[src/rtl/crc_p2_onchip_mem_arb_pkg.sv]
// Shared types and constants for the two-requester on-chip RAM arbiter.
package crc_p2_onchip_mem_arb_pkg;

    // Arbiter ownership state: nobody, requester 0, requester 1.
    typedef enum logic [1:0] {
        IDLE = 2'd0,
        OWN0 = 2'd1,
        OWN1 = 2'd2
    } arb_state_t;

    // Requester identity, carried with every read through the tag pipeline.
    typedef logic owner_t;

    localparam owner_t OWNER_R0 = 1'b0;
    localparam owner_t OWNER_R1 = 1'b1;

    // Cycles from read accept to readdatavalid at the requester.
    localparam int RD_LATENCY = 2;

endpackage

[src/rtl/crc_p2_onchip_mem_arb_grant.sv]
// Combinational grant / next-state logic for the RAM arbiter.
// ARB_ROUND_ROBIN_EN selects round-robin with MAX_HOLD fairness; the default
// build is fixed priority with r0 always winning.
module crc_p2_onchip_mem_arb_grant
    import crc_p2_onchip_mem_arb_pkg::*;
#(
    parameter int MAX_HOLD = 4,
    parameter int HOLD_W   = $clog2(MAX_HOLD + 1)
) (
    input  arb_state_t        state,
    input  logic [HOLD_W-1:0] hold_cnt,
    input  owner_t            last_grant,
    input  logic              req0,
    input  logic              req1,
    output logic [1:0]        grant,
    output arb_state_t        next_state
);

`ifdef ARB_ROUND_ROBIN_EN
    logic hold_full;

    assign hold_full = (hold_cnt >= HOLD_W'(MAX_HOLD));

    // Round-robin: owner keeps the RAM until it idles or has used its MAX_HOLD turns while the other waits.
    always_comb begin
        next_state = IDLE;
        case (state)
            OWN0: begin
                if (req0 && !(req1 && hold_full)) next_state = OWN0;
                else if (req1)                    next_state = OWN1;
                else                              next_state = IDLE;
            end
            OWN1: begin
                if (req1 && !(req0 && hold_full)) next_state = OWN1;
                else if (req0)                    next_state = OWN0;
                else                              next_state = IDLE;
            end
            default: begin
                if (req0 && req1) next_state = (last_grant == OWNER_R1) ? OWN0 : OWN1;
                else if (req0)    next_state = OWN0;
                else if (req1)    next_state = OWN1;
                else              next_state = IDLE;
            end
        endcase
    end
`else
    logic unused_ctx;

    // History does not matter under fixed priority, so it is folded away here.
    assign unused_ctx = ^{state, hold_cnt, last_grant};

    // Fixed priority: r0 wins every contest in every state; r1 only gets idle cycles of r0.
    always_comb begin
        next_state = IDLE;
        if (req0)      next_state = OWN0;
        else if (req1) next_state = OWN1;
    end
`endif

    // The owner for the next cycle is also the requester served this cycle.
    assign grant = {next_state == OWN1, next_state == OWN0};

endmodule

[src/rtl/crc_p2_onchip_mem_arbiter.sv]
// Two-port Avalon-MM front end for one single-port synchronous RAM.
// Arbitrates r0/r1, issues at most one command per cycle and routes read
// data back to the issuing requester two cycles after accept.
// Build option: ARB_ROUND_ROBIN_EN (round-robin + MAX_HOLD fairness);
// undefined gives fixed priority to r0.
module crc_p2_onchip_mem_arbiter
    import crc_p2_onchip_mem_arb_pkg::*;
#(
    parameter int ADDR_W   = 16,
    parameter int DATA_W   = 32,
    parameter int MAX_HOLD = 4
) (
    input  logic                clk,
    input  logic                reset,
    input  logic [ADDR_W-1:0]   r0_address,
    input  logic [DATA_W/8-1:0] r0_byteenable,
    input  logic                r0_read,
    input  logic                r0_write,
    input  logic [DATA_W-1:0]   r0_writedata,
    output logic                r0_waitrequest,
    output logic [DATA_W-1:0]   r0_readdata,
    output logic                r0_readdatavalid,
    input  logic [ADDR_W-1:0]   r1_address,
    input  logic [DATA_W/8-1:0] r1_byteenable,
    input  logic                r1_read,
    input  logic                r1_write,
    input  logic [DATA_W-1:0]   r1_writedata,
    output logic                r1_waitrequest,
    output logic [DATA_W-1:0]   r1_readdata,
    output logic                r1_readdatavalid,
    output logic [ADDR_W-1:0]   mem_address,
    output logic [DATA_W/8-1:0] mem_byteenable,
    output logic                mem_chipselect,
    output logic                mem_write,
    output logic [DATA_W-1:0]   mem_writedata,
    output logic                mem_clken,
    input  logic [DATA_W-1:0]   mem_readdata
);

    localparam int HOLD_W = $clog2(MAX_HOLD + 1);

    logic              req0;
    logic              req1;
    arb_state_t        state_q;
    arb_state_t        next_state;
    logic [HOLD_W-1:0] hold_q;
    logic [HOLD_W-1:0] hold_nxt;
    owner_t            last_q;
    logic [1:0]        grant_raw;
    logic [1:0]        gnt;

    logic              vld_p0;
    owner_t            tag_p0;
    logic              vld_p1;
    owner_t            tag_p1;

    // A simultaneous read+write is illegal; it is served as a write.
    assign req0 = r0_read | r0_write;
    assign req1 = r1_read | r1_write;

    crc_p2_onchip_mem_arb_grant #(
        .MAX_HOLD (MAX_HOLD),
        .HOLD_W   (HOLD_W)
    ) u_grant (
        .state      (state_q),
        .hold_cnt   (hold_q),
        .last_grant (last_q),
        .req0       (req0),
        .req1       (req1),
        .grant      (grant_raw),
        .next_state (next_state)
    );

    // Nothing is accepted while reset is held.
    assign gnt = reset ? 2'b00 : grant_raw;

    // Consecutive-grant count: restarts on an owner change, saturates at MAX_HOLD.
    always_comb begin
        hold_nxt = hold_q;
        if (next_state == IDLE)            hold_nxt = '0;
        else if (next_state != state_q)    hold_nxt = HOLD_W'(1);
        else if (hold_q < HOLD_W'(MAX_HOLD)) hold_nxt = hold_q + HOLD_W'(1);
    end

    // Arbiter state, hold count and last-served requester.
    always_ff @(posedge clk) begin
        if (reset) begin
            state_q <= IDLE;
            hold_q  <= '0;
            last_q  <= OWNER_R1;
        end else begin
            state_q <= next_state;
            hold_q  <= hold_nxt;
            if (|gnt) last_q <= gnt[1] ? OWNER_R1 : OWNER_R0;
        end
    end

    assign r0_waitrequest = ~gnt[0];
    assign r1_waitrequest = ~gnt[1];
    assign mem_clken      = 1'b1;

    // Stage p0: steer the granted requester's command onto the RAM port.
    always_comb begin
        mem_address    = '0;
        mem_byteenable = '0;
        mem_writedata  = '0;
        mem_chipselect = 1'b0;
        mem_write      = 1'b0;
        if (gnt[0]) begin
            mem_address    = r0_address;
            mem_byteenable = r0_byteenable;
            mem_writedata  = r0_writedata;
            mem_chipselect = 1'b1;
            mem_write      = r0_write;
        end else if (gnt[1]) begin
            mem_address    = r1_address;
            mem_byteenable = r1_byteenable;
            mem_writedata  = r1_writedata;
            mem_chipselect = 1'b1;
            mem_write      = r1_write;
        end
    end

    assign vld_p0 = mem_chipselect & ~mem_write;
    assign tag_p0 = gnt[1] ? OWNER_R1 : OWNER_R0;

    // Stage p1: owner tag waits while the RAM produces data.
    always_ff @(posedge clk) begin
        if (reset) begin
            vld_p1 <= 1'b0;
            tag_p1 <= OWNER_R0;
        end else begin
            vld_p1 <= vld_p0;
            tag_p1 <= tag_p0;
        end
    end

    // Stage p2: capture RAM data into the owning requester's response register.
    always_ff @(posedge clk) begin
        if (reset) begin
            r0_readdatavalid <= 1'b0;
            r1_readdatavalid <= 1'b0;
            r0_readdata      <= '0;
            r1_readdata      <= '0;
        end else begin
            r0_readdatavalid <= vld_p1 && (tag_p1 == OWNER_R0);
            r1_readdatavalid <= vld_p1 && (tag_p1 == OWNER_R1);
            if (vld_p1 && (tag_p1 == OWNER_R0)) r0_readdata <= mem_readdata;
            if (vld_p1 && (tag_p1 == OWNER_R1)) r1_readdata <= mem_readdata;
        end
    end

    a_r0_rd_wr_exclusive: assert property (@(posedge clk) disable iff (reset)
        !(r0_read && r0_write));
    a_r1_rd_wr_exclusive: assert property (@(posedge clk) disable iff (reset)
        !(r1_read && r1_write));
    a_resp_after_issue: assert property (@(posedge clk) disable iff (reset)
        (r0_readdatavalid || r1_readdatavalid) |-> $past(vld_p0, RD_LATENCY));

endmodule

[config.mk]
export PLATFORM = sky130hd
export DESIGN_NAME = crc_p2_onchip_mem_arbiter
export DESIGN_NICKNAME = d
export VERILOG_FILES = /design/src/rtl/crc_p2_onchip_mem_arb_pkg.sv /design/src/rtl/crc_p2_onchip_mem_arb_grant.sv /design/src/rtl/crc_p2_onchip_mem_arbiter.sv
export SDC_FILE = /design/constraint.sdc
export NUM_CORES = 1
export LEC_CHECK = 0
export BUFFER_PORTS_ARGS = -buffer_cell sky130_fd_sc_hd__buf_4
export CAP_MARGIN = 10
export CORE_AREA = 2 2 102 104
export CTS_CLUSTER_SIZE = 24
export DETAILED_ROUTE_END_ITERATION = 8
export DIE_AREA = 0 0 104 106
export PLACE_DENSITY = 0.69
export RECOVER_POWER = 100
export SLEW_MARGIN = 10
export SYNTH_ARGS = -nofsm -noshare
export SYNTH_HDL_FRONTEND = slang
export SYNTH_HIERARCHICAL = 1
export SYNTH_SLANG_ARGS = --single-unit
[constraint.sdc]
create_clock -name clk -period 3.4 [get_ports clk]
set_clock_uncertainty 0.2 [all_clocks]
set_input_delay 0.17 -clock clk [delete_from_list [all_inputs] [get_ports clk]]
set_output_delay 0.17 -clock clk [all_outputs]
set_load 0.01 [all_outputs]
Word-level counts from Yosys, hierarchy flattened:

Cells that the tools add are included.

* register bits: 68
* bits of input ports: 142
* logic and storage cells: 30

* equality and inequality tests: 2
* mux-type cells: 13
* bitwise gates (word level): 7
* reductions and logical operators: 2

Operators by type and width (count)
* $mux 32: 2
* $mux 16: 2
* $mux 4: 2
* $mux 2: 3
* $mux 1: 4
* $not 1->1: 4
* $eq 2x1->1 const B: 1
* $eq 2x2->1 const B: 1
* $logic_and 1x1->1: 2
* $or 1x1->1: 2
* $and 1x1->1: 1

Logic depth before layout (Yosys ltp):

Gate-level depths: netlist of run 1.

* depth after elaboration: 9
* gate-level depth with buffers: 7

By module:

The synthesis of run 1 kept the hierarchy.

Modules (own cells, without submodules)
* crc_p2_onchip_mem_arbiter: times used 1, cells an instance 394, area an instance 3184.3 um^2, sequential area each 1481.4 um^2
* crc_p2_onchip_mem_arb_grant: times used 1, cells an instance 4, area an instance 25.0 um^2, sequential area each 0.0 um^2

Least setup slack after synthesis of run 1:

Ideal clock, no wire load.

* path kind: input to output
* start point: input r0_write
* end point: output mem_address[0]
* arrival: 1379 ps
* setup slack: 1651 ps
* cell stages on the path: 6
* path buffers: 1
* cells stage by stage: or2_2 -> nor2b_1 -> nand2b_4 -> nor2_4 -> buf_4 -> a22o_1

* cells in the longest elaborated chain, start to end: 6
* elaborated cells on any way between the ends: 7
* those cells by class: eq/ne (2); mux (4); bitwise (1)

RTL lines
* from (decl): line crc_p2_onchip_mem_arbiter.sv:18 `input logic r0_write,`
* $or 1x1->1: line crc_p2_onchip_mem_arbiter.sv:58 `assign req0 = r0_read | r0_write;`
* $mux 2: line crc_p2_onchip_mem_arb_grant.sv:55 `if (req0) next_state = OWN0;`
* $eq 2x2->1: line crc_p2_onchip_mem_arb_grant.sv:61 `assign grant = {next_state == OWN1, next_state == OWN0};`
* named net grant_raw[1]: line crc_p2_onchip_mem_arbiter.sv:49 `logic [1:0] grant_raw;`
* $mux 2: line crc_p2_onchip_mem_arbiter.sv:75 `assign gnt = reset ? 2'b00 : grant_raw;`
* $mux 16: line crc_p2_onchip_mem_arbiter.sv:115 `end else if (gnt[1]) begin`
* $mux 16: line crc_p2_onchip_mem_arbiter.sv:109 `if (gnt[0]) begin`
* to (decl): line crc_p2_onchip_mem_arbiter.sv:31 `output logic [ADDR_W-1:0] mem_address,`

The timed path passes the listed nets, and every way through them passes these cells.

Final worst setup path of run 1:

* start point: input r0_write
* end point: output mem_address[11]

* cells in the longest elaborated chain, start to end: 6
* elaborated cells on any way between the ends: 7
* those cells by class: eq/ne (2); mux (4); bitwise (1)

RTL lines
* $or 1x1->1: line crc_p2_onchip_mem_arbiter.sv:58
* named net req0: line crc_p2_onchip_mem_arbiter.sv:42 `logic req0;`
* $mux 2: line crc_p2_onchip_mem_arb_grant.sv:55
* $eq 2x2->1: line crc_p2_onchip_mem_arb_grant.sv:61
* named net grant_raw[1]: line crc_p2_onchip_mem_arbiter.sv:49
* $mux 2: line crc_p2_onchip_mem_arbiter.sv:75
* $mux 16: line crc_p2_onchip_mem_arbiter.sv:115
* $mux 16: line crc_p2_onchip_mem_arbiter.sv:109

The timed path passes the listed nets, and every way through them passes these cells.

==> metrics.txt, run 1 <==
# TYPE chip_impl_metric gauge
chip_impl_info{name="status",value="finished, violations left"} 1
chip_impl_info{name="violations_in_the_final_reports",value="max-capacitance violations, max-slew violations"} 1
chip_impl_metric{name="setup_total_negative_slack",unit="ns"} 0
chip_impl_metric{name="totalPowerFinal",unit="mW"} 2.005
chip_impl_metric{name="track_usage",unit="%"} 23.55
chip_impl_metric{name="drt_iter0_markers",unit=""} 182
chip_impl_metric{name="ir_worst_vdd",unit="V"} 0.0001814
chip_impl_metric{name="power_per_cell_area",unit="nW/um^2"} 392.4
chip_impl_metric{name="clk_latency",unit="ns"} 0.33
chip_impl_metric{name="clock-sinks",unit=""} 68
chip_impl_metric{name="grt_max_degree",unit=""} 68
chip_impl_metric{name="drive_above_1_share",unit="%"} 28.02
chip_impl_metric{name="detail_route.wl_per_cell",unit="um"} 17.27
chip_impl_info{name="grt_most_used_layer",value="met2"} 1
chip_impl_metric{name="post-place-cells",unit=""} 740
chip_impl_metric{name="final-setup-viol-count",unit=""} 0
chip_impl_metric{name="avgSynthCellArea",unit="um^2"} 7.968
chip_impl_metric{name="post_drt_via_cell_ratio",unit=""} 4.723
chip_impl_metric{name="first_global_vias",unit=""} 3531
chip_impl_metric{name="initial_utilization",unit="%"} 29.40
chip_impl_metric{name="synth.yosys.warnings",unit=""} 6
chip_impl_metric{name="clock_tree.buffer_depth",unit=""} 2
chip_impl_metric{name="area_occupied_by_multi_input_gates",unit="um^2"} 1371
chip_impl_metric{name="route.final.wire_length",unit="mm"} 13.64
chip_impl_metric{name="worstPathMaxFanout",unit=""} 30
chip_impl_metric{name="slew_of_the_pin_with_the_lowest_slew_margin",unit="ns"} 1.571
chip_impl_metric{name="slew_headroom",unit="%"} -4.722
chip_impl_info{name="setup_repair_after_global_routing_missed_its_margin",value="no"} 1
chip_impl_metric{name="floorplan.die.width",unit="um"} 104
chip_impl_info{name="critical_path_origin",value="r0_write"} 1
chip_impl_metric{name="area_growth",unit="%"} 73.83
chip_impl_metric{name="fin_crit_sh",unit="%"} 92.23
chip_impl_metric{name="met1_usage",unit="%"} 28.08
chip_impl_metric{name="io_port_bufs",unit=""} 263
chip_impl_metric{name="finalHoldViolCount",unit=""} 0
chip_impl_info{name="crit_path_end_kind",value="output port"} 1
chip_impl_metric{name="synth.cell_area",unit="um^2"} 2940
chip_impl_metric{name="synthesis.instances",unit=""} 369
chip_impl_metric{name="grt_overflow",unit=""} 0
chip_impl_metric{name="remaining_drc_errors",unit=""} 0
chip_impl_metric{name="finish.cell_count_without_fillers",unit=""} 790
chip_impl_metric{name="rows",unit=""} 37
chip_impl_metric{name="drt_first_pass_iters",unit=""} 4
chip_impl_metric{name="first_pass_grt_wire_length",unit="mm"} 20.00
chip_impl_metric{name="drv_cap",unit=""} 1
chip_impl_info{name="class_of_the_most_critical_setup_path",value="in2out"} 1
chip_impl_metric{name="final_max_slew_viol_count",unit=""} 34
chip_impl_metric{name="clock_buffer_count_from_cts",unit=""} 9
chip_impl_metric{name="final_period_minus_worst_setup_slack",unit="ns"} 3.136
chip_impl_metric{name="boundaryPins",unit=""} 265
chip_impl_info{name="cts-root-buf",value="sky130_fd_sc_hd__clkbuf_8"} 1
chip_impl_metric{name="post_cts_resize_count",unit=""} 0
chip_impl_metric{name="gr-usage-met3",unit="%"} 5.579
chip_impl_metric{name="fin_hold_ws",unit="ns"} 0.01193
chip_impl_metric{name="cp.required",unit="ns"} 3.03
chip_impl_metric{name="route.antenna.remaining_nets",unit=""} 0
chip_impl_info{name="hold_path_origin",value="r1_write"} 1
chip_impl_metric{name="floorplan.die.height",unit="um"} 106
chip_impl_metric{name="via_count",unit=""} 3731
chip_impl_metric{name="ff_latch_area",unit="um^2"} 1361
chip_impl_metric{name="fmax",unit="GHz"} 0.3189
chip_impl_info{name="crit-reg2reg-launch",value="tag_p1"} 1
chip_impl_info{name="tritoncts",value="built"} 1
chip_impl_metric{name="clkSlewWorstSetupHoldPaths",unit="ns"} 0.07
chip_impl_metric{name="cp.arrival",unit="ns"} 2.77
chip_impl_metric{name="h-tree-depth",unit=""} 3
chip_impl_metric{name="leakagePower",unit="nW"} 2.124
chip_impl_metric{name="syn_nets",unit=""} 511
chip_impl_metric{name="use_met2",unit="%"} 42.01
chip_impl_info{name="critPathLaunchType",value="input port"} 1
chip_impl_metric{name="routability_congestion_estimate",unit=""} 0.9064
chip_impl_info{name="hold_path.class",value="in2reg"} 1
chip_impl_metric{name="core_area",unit="um^2"} 10000
chip_impl_metric{name="floorplan.die_area",unit="um^2"} 11020
chip_impl_metric{name="antenna_found_initial",unit=""} 1
chip_impl_metric{name="finalNetCount",unit=""} 790
chip_impl_metric{name="detailedPlacementHpwl",unit="mm"} 10.58
chip_impl_metric{name="fill_cell_instance_count_of_the_final_layout",unit=""} 1055
==> layout by cell type (no fill, tap or decap), drive strengths merged <==
cell	count
nand2	130
inv	3
conb	1
or2	2
dfxtp	68
dlygate4sd3	33
a22o	53
buf	161
nand2b	2
bufinv	3
nor2b	3
nor3b	1
diode	1
nor2	4
a21oi	65
and2	1
clkinv	3
clkbuf	120
==> report_power, final <==
group	total (mW)	switching (mW)	internal (mW)
Combinational	0.383	0.176	0.207
Clock	0.792	0.304	0.489
Sequential	0.830	0.0116	0.818
Total	2.01	0.491	1.51
==> state kept, by name, summed over array words and instances (netlist names) <==
signal	cells
r0_readdata	32
r0_readdatavalid	1
r1_readdata	32
r1_readdatavalid	1
tag_p1	1
vld_p1	1
==> routing by layer <==
metal  vias to the layer above  part of all wire, %
met1                      1744                   40
met2                       175                   52
met5                         -                    0
met4                         0                  1.4
li1                       1804                    -
met3                         8                  7.0
==> stage by stage <==
stage | setup WS (ns) | utilization [%] | area (um^2)
2_1_floorplan | 1.720 | - | 2940
3_3_place_gp | 1.020 | 49.56 | 4956
3_5_place_dp | 0.9430 | 49.56 | 4956
4_1_cts | 0.3459 | 55.27 | 5527
5_1_grt | 0.09570 | 51.11 | 5111
6_report | 0.2643 | 51.11 | 5111
==> critical path, stage by stage <==
cell                            delay [ns]
sky130_fd_sc_hd__dlygate4sd3_1        0.56
sky130_fd_sc_hd__clkbuf_1             0.13
sky130_fd_sc_hd__or2_2                0.36
sky130_fd_sc_hd__nor2b_1              0.25
sky130_fd_sc_hd__nand2b_4             0.11
sky130_fd_sc_hd__nor2_4               0.51
sky130_fd_sc_hd__clkbuf_2             0.38
sky130_fd_sc_hd__a22o_1               0.18
sky130_fd_sc_hd__buf_4                0.12
==> timing repair <==
item                                   CTS  global route
endpoints found under the hold margin   65             0
setup buffers                            0             0
hold buffers                            33             0
==> path summary, 6_finish.rpt <==
check	to	slack [ns]	cells after the start
hold / removal	vld_p1	0.01	4
setup reg to reg	r0_readdata[19]	1.15	4
hold reg to reg	r0_readdata[16]	0.25	2
setup / recovery	mem_address[11]	0.26	9
==> area by class of cell <==
type / count / area share (%)
antenna: 1 / 0.04896
clock buffer: 10 / 2.497
clock inverter: 6 / 2.203
inverter: 3 / 0.2203
multi-input combinational: 262 / 26.83
sequential: 68 / 26.63
tap: 136 / 3.329
timing repair buffer: 304 / 38.24
(Power assumes the default switching activity.)
==> run 2: changes to the inputs <==
--- a/config.mk
+++ b/config.mk
@@ -12,7 +12,6 @@
 export DETAILED_ROUTE_END_ITERATION = 8
 export DIE_AREA = 0 0 104 106
 export PLACE_DENSITY = 0.69
-export RECOVER_POWER = 100
 export SLEW_MARGIN = 10
 export SYNTH_ARGS = -nofsm -noshare
 export SYNTH_HDL_FRONTEND = slang
==> run 2 against run 1 <==
Net effect:
- the flow now finishes without violations
- final area up 8.2%
- worst hold slack improved by 0.0063 ns
- utilization rose by 4.2 points
- fmax is 1.2% higher
- critical path depth is the same
- first-iteration DRC count decreased by 3.3%
- register-to-register slack better by 0.66 ns
- clock power about the same
- non-clock buffer count stayed put
- via count increased by 0.29%
- setup slack improved by 0.037 ns
- die area is the same
- highest routed layer unchanged
==> metrics.txt, run 2 (synthesis gave the netlist of run 1 again) <==
# TYPE chip_impl_metric gauge
chip_impl_info{name="setup_repair_after_global_routing_missed_its_margin",value="no"} 1
chip_impl_metric{name="cp.arrival",unit="ns"} 2.73
chip_impl_metric{name="post_drt_via_cell_ratio",unit=""} 4.737
chip_impl_metric{name="slew_of_the_pin_with_the_lowest_slew_margin",unit="ns"} 0.6981
chip_impl_metric{name="clock-sinks",unit=""} 68
chip_impl_metric{name="ff_latch_area",unit="um^2"} 1361
chip_impl_metric{name="final-setup-viol-count",unit=""} 0
chip_impl_metric{name="area_occupied_by_multi_input_gates",unit="um^2"} 1379
chip_impl_info{name="biggest_registers_after_layout",value="r0_readdata (32), r1_readdata (32)"} 1
chip_impl_info{name="critPathLaunchType",value="input port"} 1
chip_impl_metric{name="area_growth",unit="%"} 88.04
chip_impl_metric{name="core_area",unit="um^2"} 10000
chip_impl_metric{name="cp.required",unit="ns"} 3.03
chip_impl_metric{name="slew_headroom",unit="%"} 53.46
chip_impl_info{name="class_of_the_most_critical_setup_path",value="in2out"} 1
chip_impl_info{name="cts-root-buf",value="sky130_fd_sc_hd__clkbuf_8"} 1
chip_impl_metric{name="grt_overflow",unit=""} 0
chip_impl_metric{name="boundaryPins",unit=""} 265
chip_impl_metric{name="detailedPlacementHpwl",unit="mm"} 10.58
chip_impl_info{name="rr_endpoint",value="r1_readdata[15]"} 1
chip_impl_metric{name="power_per_cell_area",unit="nW/um^2"} 370.9
chip_impl_metric{name="fill_cell_instance_count_of_the_final_layout",unit=""} 944
chip_impl_metric{name="layout.core_utilization",unit="%"} 55.29
chip_impl_metric{name="routability_congestion_estimate",unit=""} 0.9064
chip_impl_metric{name="final_period_minus_worst_setup_slack",unit="ns"} 3.098
chip_impl_metric{name="via_count",unit=""} 3742
chip_impl_metric{name="clk_latency",unit="ns"} 0.33
chip_impl_metric{name="h-tree-depth",unit=""} 3
chip_impl_info{name="hold_path.class",value="in2reg"} 1
chip_impl_metric{name="drv_cap",unit=""} 0
chip_impl_metric{name="critical_path_cell_count",unit=""} 9
chip_impl_metric{name="reg2reg_depth",unit=""} 4
chip_impl_metric{name="post_cts_resize_count",unit=""} 0
chip_impl_metric{name="clock_buffer_count_from_cts",unit=""} 9
chip_impl_metric{name="route.antenna.remaining_nets",unit=""} 0
chip_impl_metric{name="remaining_drc_errors",unit=""} 0
chip_impl_metric{name="drt_iter0_markers",unit=""} 176
chip_impl_info{name="critical-path-top-cell-by-count",value="sky130_fd_sc_hd__buf_4"} 1
chip_impl_metric{name="drt_first_pass_iters",unit=""} 5
chip_impl_info{name="crit-reg2reg-launch",value="tag_p1"} 1
chip_impl_info{name="hold_path_origin",value="r1_write"} 1
chip_impl_info{name="most_common_library_cell_in_the_layout_ignoring_fill_and_taps",value="sky130_fd_sc_hd__buf_4"} 1
chip_impl_metric{name="antenna_found_initial",unit=""} 1
chip_impl_metric{name="worstPathMaxFanout",unit=""} 30
chip_impl_metric{name="fin_crit_sh",unit="%"} 91.13
chip_impl_info{name="crit_path_end_kind",value="output port"} 1
chip_impl_metric{name="first_global_vias",unit=""} 3531
chip_impl_metric{name="critical_path_buf_inv_count",unit=""} 4
chip_impl_metric{name="finalHoldViolCount",unit=""} 0
chip_impl_metric{name="rows",unit=""} 37
chip_impl_info{name="setup.worst_path.end",value="mem_writedata[22]"} 1
chip_impl_info{name="path_delay_family",value="simple AND/OR/NAND/NOR gates"} 1
chip_impl_info{name="tritoncts",value="built"} 1
chip_impl_metric{name="finalNetCount",unit=""} 790
chip_impl_metric{name="initial_utilization",unit="%"} 29.40
chip_impl_metric{name="reg2reg_setup_slack",unit="ns"} 1.81
chip_impl_metric{name="floorplan.die.height",unit="um"} 106
chip_impl_metric{name="cts_post_setup_buffers_inserted",unit=""} 0
chip_impl_metric{name="final_max_slew_viol_count",unit=""} 0
chip_impl_info{name="critical_path_origin",value="r0_write"} 1
chip_impl_metric{name="first_pass_grt_wire_length",unit="mm"} 20.00
chip_impl_metric{name="route.final.wire_length",unit="mm"} 13.61
chip_impl_metric{name="grt_max_degree",unit=""} 68
chip_impl_metric{name="clkSlewWorstSetupHoldPaths",unit="ns"} 0.07
chip_impl_metric{name="ir_worst_vdd",unit="V"} 0.0001901
chip_impl_metric{name="leakagePower",unit="nW"} 2.578
chip_impl_info{name="cp_cell_sequence",value="dlygate4sd3_1 -> buf_4 -> or2_2 -> nor2b_1 -> nand2b_4 -> nor2_4 -> buf_4 -> a22o_1 -> buf_4"} 1
chip_impl_info{name="crit_path_top_delay_cell",value="sky130_fd_sc_hd__dlygate4sd3_1"} 1
chip_impl_info{name="layout_common_cells",value="sky130_fd_sc_hd__buf_4, sky130_fd_sc_hd__nand2_1, sky130_fd_sc_hd__dfxtp_1, sky130_fd_sc_hd__a21oi_1, sky130_fd_sc_hd__a22o_1"} 1
chip_impl_metric{name="critical_path.max_stage_delay",unit="ns"} 0.56
chip_impl_metric{name="setup_total_negative_slack",unit="ns"} 0
chip_impl_metric{name="io_port_bufs",unit=""} 263
chip_impl_metric{name="fmax",unit="GHz"} 0.3228
chip_impl_info{name="status",value="completed"} 1
chip_impl_metric{name="detail_route.wl_per_cell",unit="um"} 17.23
chip_impl_metric{name="floorplan.die_area",unit="um^2"} 11020
chip_impl_metric{name="drive_above_1_share",unit="%"} 44.87
chip_impl_metric{name="track_usage",unit="%"} 23.55
chip_impl_metric{name="hold_buffers",unit=""} 33
chip_impl_metric{name="clock_tree.buffer_depth",unit=""} 2
chip_impl_metric{name="floorplan.die.width",unit="um"} 104
-- run 2: changes by cell type in the layout (fill, tap and decap cells not counted), sizes merged --
cell / delta
buf: +110
clkbuf: -110
-- run 2: how the worst min path moves through the flow --
stage,slack [ns],to,cells past startpoint
after global routing,0.02,tag_p1,3
after CTS,0.007,vld_p1,4
after global placement,0.23,r0_readdata[24],3
after detailed placement,0.24,r0_readdata[24],3
final,0.02,vld_p1,4
after floorplan,0.11,r0_readdata[0],2
-- run 2: per-stage QoR --
stage	setup slack, ns	power [mW]	hold WS [ns]	cells	cell area [um^2]
final	0.3017	2.050	0.01819	790	5529
after detailed placement	0.9430	1.242	0.2356	740	4956
after global routing	0.1872	2.128	0.01930	790	5529
after floorplan	1.720	0.9920	0.1060	369	2940
after CTS	0.3459	2.069	0.006954	789	5527
after global placement	1.020	1.240	0.2287	740	4956
-- run 2: final cells by class --
| class | count | area share (%) |
|---|---|---|
| multi-input combinational | 262 | 24.94 |
| sequential | 68 | 24.62 |
| timing repair buffer | 304 | 42.77 |
| clock inverter | 6 | 2.037 |
| inverter | 3 | 0.2037 |
| antenna | 1 | 0.04526 |
| clock buffer | 10 | 2.308 |
| tap | 136 | 3.078 |
-- run 2: worst reg2reg max path: cells and delay by family, from the launching register on --
kind | cells | cell delay, ns
AO/OA/AOI/OAI | 1 | 0.15
buffers and inverters | 1 | 0.36
flip-flops | 1 | 0.38
AND/OR/NAND/NOR | 2 | 0.44
-- run 2: power by group --
part	switching [mW]	leakage, nW	internal (mW)
sequential	0.0118	0.551	0.819
clock	0.306	0.120	0.489
combinational	0.178	1.91	0.247
total	0.496	2.58	1.55
-- run 2: metal layers --
layer	part of all wire, %	wire length (um)	up-vias	GRT usage, %
met5	0	0	-	0
met4	1.6	214	0	7.143
met3	6.8	930	13	5.579
met2	51	7004	168	42.01
met1	40	5464	1754	28.08
li1	-	-	1807	-
==> run 3: changes to the inputs <==
--- a/config.mk
+++ b/config.mk
@@ -11,9 +11,8 @@
 export CTS_CLUSTER_SIZE = 24
 export DETAILED_ROUTE_END_ITERATION = 8
 export DIE_AREA = 0 0 104 106
-export PLACE_DENSITY = 0.69
+export PLACE_DENSITY = 0.66
 export SLEW_MARGIN = 10
 export SYNTH_ARGS = -nofsm -noshare
 export SYNTH_HDL_FRONTEND = slang
-export SYNTH_HIERARCHICAL = 1
 export SYNTH_SLANG_ARGS = --single-unit
==> run 3 against run 2 <==
Net effect:
- final area shrank 0.25%
- sequential cell count is the same
- register-to-register slack lost 0.20 ns
- global-route usage is essentially flat
- via count is essentially flat
- count of clock-buffer cells in the layout is the same
- fmax grew 21%
- total power grew 0.59%
- critical endpoint is now mem_writedata[24]
- largest cell class unchanged
- highest routed layer unchanged
==> metrics.txt, run 3 <==
# TYPE chip_impl_metric gauge
chip_impl_metric{name="cp.required",unit="ns"} 3.03
chip_impl_info{name="synthMostInstantiatedCell",value="sky130_fd_sc_hd__nand2_1"} 1
chip_impl_info{name="netlist.top_cell.by_area",value="sky130_fd_sc_hd__dfxtp_1"} 1
chip_impl_info{name="rr_endpoint",value="r1_readdata[16]"} 1
chip_impl_info{name="tritoncts",value="built"} 1
chip_impl_metric{name="worstPathMaxFanout",unit=""} 53
chip_impl_info{name="critPathLaunchType",value="input port"} 1
chip_impl_metric{name="rows",unit=""} 37
chip_impl_metric{name="syn_nets",unit=""} 508
chip_impl_metric{name="fin_crit_sh",unit="%"} 75.46
chip_impl_metric{name="h-tree-depth",unit=""} 3
chip_impl_info{name="setup_repair_after_global_routing_missed_its_margin",value="no"} 1
chip_impl_metric{name="gr-usage-met3",unit="%"} 6.806
chip_impl_metric{name="avgSynthCellArea",unit="um^2"} 7.924
chip_impl_info{name="cts-root-buf",value="sky130_fd_sc_hd__clkbuf_8"} 1
chip_impl_metric{name="met1_usage",unit="%"} 27.12
chip_impl_info{name="setup.worst_path.end",value="mem_writedata[24]"} 1
chip_impl_metric{name="route.final.wire_length",unit="mm"} 13.53
chip_impl_info{name="layout_common_cells",value="sky130_fd_sc_hd__buf_4, sky130_fd_sc_hd__nand2_1, sky130_fd_sc_hd__dfxtp_1, sky130_fd_sc_hd__a21oi_1, sky130_fd_sc_hd__a22o_1"} 1
chip_impl_metric{name="count_of_flip_flops_with_a_built_in_enable_after_synthesis",unit=""} 0
chip_impl_info{name="crit_path_top_delay_cell",value="sky130_fd_sc_hd__dlygate4sd3_1"} 1
chip_impl_metric{name="routability_congestion_estimate",unit=""} 0.9629
chip_impl_metric{name="floorplan.die.height",unit="um"} 106
chip_impl_metric{name="use_met2",unit="%"} 40.84
chip_impl_metric{name="setup_total_negative_slack",unit="ns"} 0
chip_impl_metric{name="track_usage",unit="%"} 23.56
chip_impl_metric{name="post_cts_resize_count",unit=""} 0
chip_impl_metric{name="clock-sinks",unit=""} 68
chip_impl_metric{name="via_count",unit=""} 3743
chip_impl_info{name="synth_common_cells",value="sky130_fd_sc_hd__nand2_1, sky130_fd_sc_hd__dfxtp_1, sky130_fd_sc_hd__a21oi_1, sky130_fd_sc_hd__a22o_1, sky130_fd_sc_hd__clkbuf_1"} 1
chip_impl_info{name="critical-path-top-cell-by-count",value="sky130_fd_sc_hd__buf_4"} 1
chip_impl_metric{name="drive_above_1_share",unit="%"} 44.02
chip_impl_metric{name="reg2reg_setup_slack",unit="ns"} 1.61
chip_impl_info{name="biggest_registers_after_layout",value="r0_readdata (32), r1_readdata (32)"} 1
chip_impl_metric{name="leakagePower",unit="nW"} 2.594
chip_impl_metric{name="totalPowerFinal",unit="mW"} 2.062
chip_impl_metric{name="detailedPlacementHpwl",unit="mm"} 10.29
chip_impl_metric{name="fin_hold_ws",unit="ns"} 0.1831
chip_impl_metric{name="io_port_bufs",unit=""} 263
chip_impl_metric{name="initial_utilization",unit="%"} 29.00
chip_impl_metric{name="asyncSetResetFlopFracSynth",unit="%"} 0
chip_impl_metric{name="ys_ff_latch",unit=""} 68
chip_impl_metric{name="antenna_found_initial",unit=""} 0
chip_impl_metric{name="antenna_cells",unit=""} 0
chip_impl_info{name="largest_cells_by_area_after_synthesis",value="sky130_fd_sc_hd__dfxtp_1, sky130_fd_sc_hd__nand2_1, sky130_fd_sc_hd__a22o_1"} 1
chip_impl_metric{name="first_global_vias",unit=""} 3671
chip_impl_metric{name="first_pass_grt_wire_length",unit="mm"} 20.04
chip_impl_metric{name="drt_iter0_markers",unit=""} 156
chip_impl_metric{name="drv_cap",unit=""} 0
chip_impl_metric{name="critical_path.max_stage_delay",unit="ns"} 0.55
chip_impl_metric{name="floorplan.die.width",unit="um"} 104
chip_impl_info{name="crit-reg2reg-launch",value="tag_p1"} 1
chip_impl_metric{name="placed_instance_area",unit="um^2"} 4913
chip_impl_metric{name="slew_headroom",unit="%"} 49.67
chip_impl_metric{name="power_per_cell_area",unit="nW/um^2"} 374.0
chip_impl_metric{name="final_cell_area",unit="um^2"} 5515
chip_impl_metric{name="remaining_drc_errors",unit=""} 0
chip_impl_metric{name="cts_post_setup_buffers_inserted",unit=""} 0
chip_impl_metric{name="detail_route.wl_per_cell",unit="um"} 17.17
chip_impl_metric{name="finalNetCount",unit=""} 789
chip_impl_metric{name="area_growth",unit="%"} 90.16
chip_impl_metric{name="synth.cell_area",unit="um^2"} 2900
chip_impl_metric{name="finalHoldViolCount",unit=""} 0
chip_impl_metric{name="cp.arrival",unit="ns"} 2.20
chip_impl_metric{name="slew_of_the_pin_with_the_lowest_slew_margin",unit="ns"} 0.7549
chip_impl_metric{name="final-setup-viol-count",unit=""} 0
chip_impl_metric{name="core_area",unit="um^2"} 10000
chip_impl_info{name="class_of_the_most_critical_setup_path",value="in2out"} 1
chip_impl_metric{name="boundaryPins",unit=""} 265
chip_impl_info{name="hold_path.class",value="in2reg"} 1
chip_impl_info{name="most_common_library_cell_in_the_layout_ignoring_fill_and_taps",value="sky130_fd_sc_hd__buf_4"} 1
chip_impl_info{name="synth_ff_type",value="sky130_fd_sc_hd__dfxtp_1"} 1
chip_impl_metric{name="synthesis.instances",unit=""} 366
chip_impl_info{name="hold_path_origin",value="reset"} 1
chip_impl_metric{name="grt_max_degree",unit=""} 71
chip_impl_info{name="cp_cell_sequence",value="dlygate4sd3_1 -> buf_4 -> nor4_4 -> buf_4 -> a22o_1 -> buf_4"} 1
chip_impl_metric{name="clock_buffer_count_from_cts",unit=""} 9
chip_impl_info{name="critical_path_origin",value="r0_write"} 1
chip_impl_metric{name="drt_first_pass_iters",unit=""} 7
chip_impl_metric{name="final_max_slew_viol_count",unit=""} 0
chip_impl_metric{name="grt_overflow",unit=""} 0
chip_impl_metric{name="fmax",unit="GHz"} 0.3898
chip_impl_metric{name="final_period_minus_worst_setup_slack",unit="ns"} 2.566
chip_impl_metric{name="post_drt_via_cell_ratio",unit=""} 4.750
chip_impl_metric{name="floorplan.die_area",unit="um^2"} 11020
chip_impl_metric{name="clock_tree.buffer_depth",unit=""} 2
chip_impl_metric{name="layout.core_utilization",unit="%"} 55.16
chip_impl_info{name="grt_most_used_layer",value="met2"} 1
chip_impl_metric{name="clkSlewWorstSetupHoldPaths",unit="ns"} 0.08
chip_impl_metric{name="synthDistinctLibCells",unit=""} 16
chip_impl_info{name="status",value="completed"} 1
chip_impl_metric{name="clk_latency",unit="ns"} 0.33
chip_impl_metric{name="ir_worst_vdd",unit="V"} 0.0001913
chip_impl_info{name="crit_path_end_kind",value="output port"} 1
chip_impl_metric{name="synth.yosys.warnings",unit=""} 0
chip_impl_metric{name="fill_cell_instance_count_of_the_final_layout",unit=""} 929
chip_impl_metric{name="reg2reg_depth",unit=""} 4
chip_impl_metric{name="synth.top_cell.area_share",unit="%"} 46.94
chip_impl_metric{name="route.antenna.remaining_nets",unit=""} 0
chip_impl_metric{name="seq_area_frac_synth",unit="%"} 46.94
-- run 3: worst min-delay path by stage --
| stage | cells after the start | to |
|---|---|---|
| global placement | 2 | tag_p1 |
| floorplan | 1 | vld_p1 |
| finish | 2 | r0_readdatavalid |
| detailed placement | 2 | tag_p1 |
| CTS | 2 | r0_readdatavalid |
| global route | 2 | r0_readdatavalid |
-- run 3: metal layers --
metal / routed length (um) / vias to the layer above / part of all wire, %
met5: 0 / - / 0
met4: 450 / 0 / 3.3
met3: 972 / 21 / 7.2
met2: 6823 / 177 / 50
met1: 5280 / 1743 / 39
li1: - / 1802 / -
-- run 3: area by class of cell --
class	instances	area (um^2)	share of cell area, %
clock inverters	6	111.4	2.019
well taps	136	170.2	3.085
multi-input cells	260	1358	24.61
clock buffers	10	127.6	2.314
inverters	4	15.01	0.2722
flip-flops and latches	68	1361	24.68
repair buffers	304	2372	43.01
-- run 3: timing repair --
| item | CTS | global route |
|---|---|---|
| setup endpoints to repair | 0 | 0 |
| endpoints found under the hold margin | 66 | 0 |
| hold buffers | 36 | 0 |
-- run 3: power by group --
| part | switching, mW | leakage (nW) | total, mW | internal [mW] |
|---|---|---|---|---|
| Combinational | 0.183 | 1.93 | 0.433 | 0.251 |
| Sequential | 0.0108 | 0.551 | 0.826 | 0.816 |
| Clock | 0.314 | 0.117 | 0.803 | 0.489 |
| Total | 0.507 | 2.59 | 2.06 | 1.56 |
-- run 3: logic make-up (layout without fill, tap and decap cells) --
family	Yosys count	count (layout)	share of synthesized area (%)
compound gates	118	118	27.09
other cells	1	1	0.1293
flops	68	68	46.94
simple gates	141	141	19.15
buf+inv	38	324	6.687
-- run 3: per-stage QoR --
step,setup WS (ns),instances
finish,0.8343,788
global route,0.7681,788
CTS,0.8957,788
detailed placement,1.177,736
global placement,1.209,736
floorplan,1.841,366
-- run 3: critical path: cells and delay by family --
family                 cells  cell delay [ns]
buffers and inverters      4             1.37
AND/OR/NAND/NOR            1             0.27
AO/OA/AOI/OAI              1             0.35
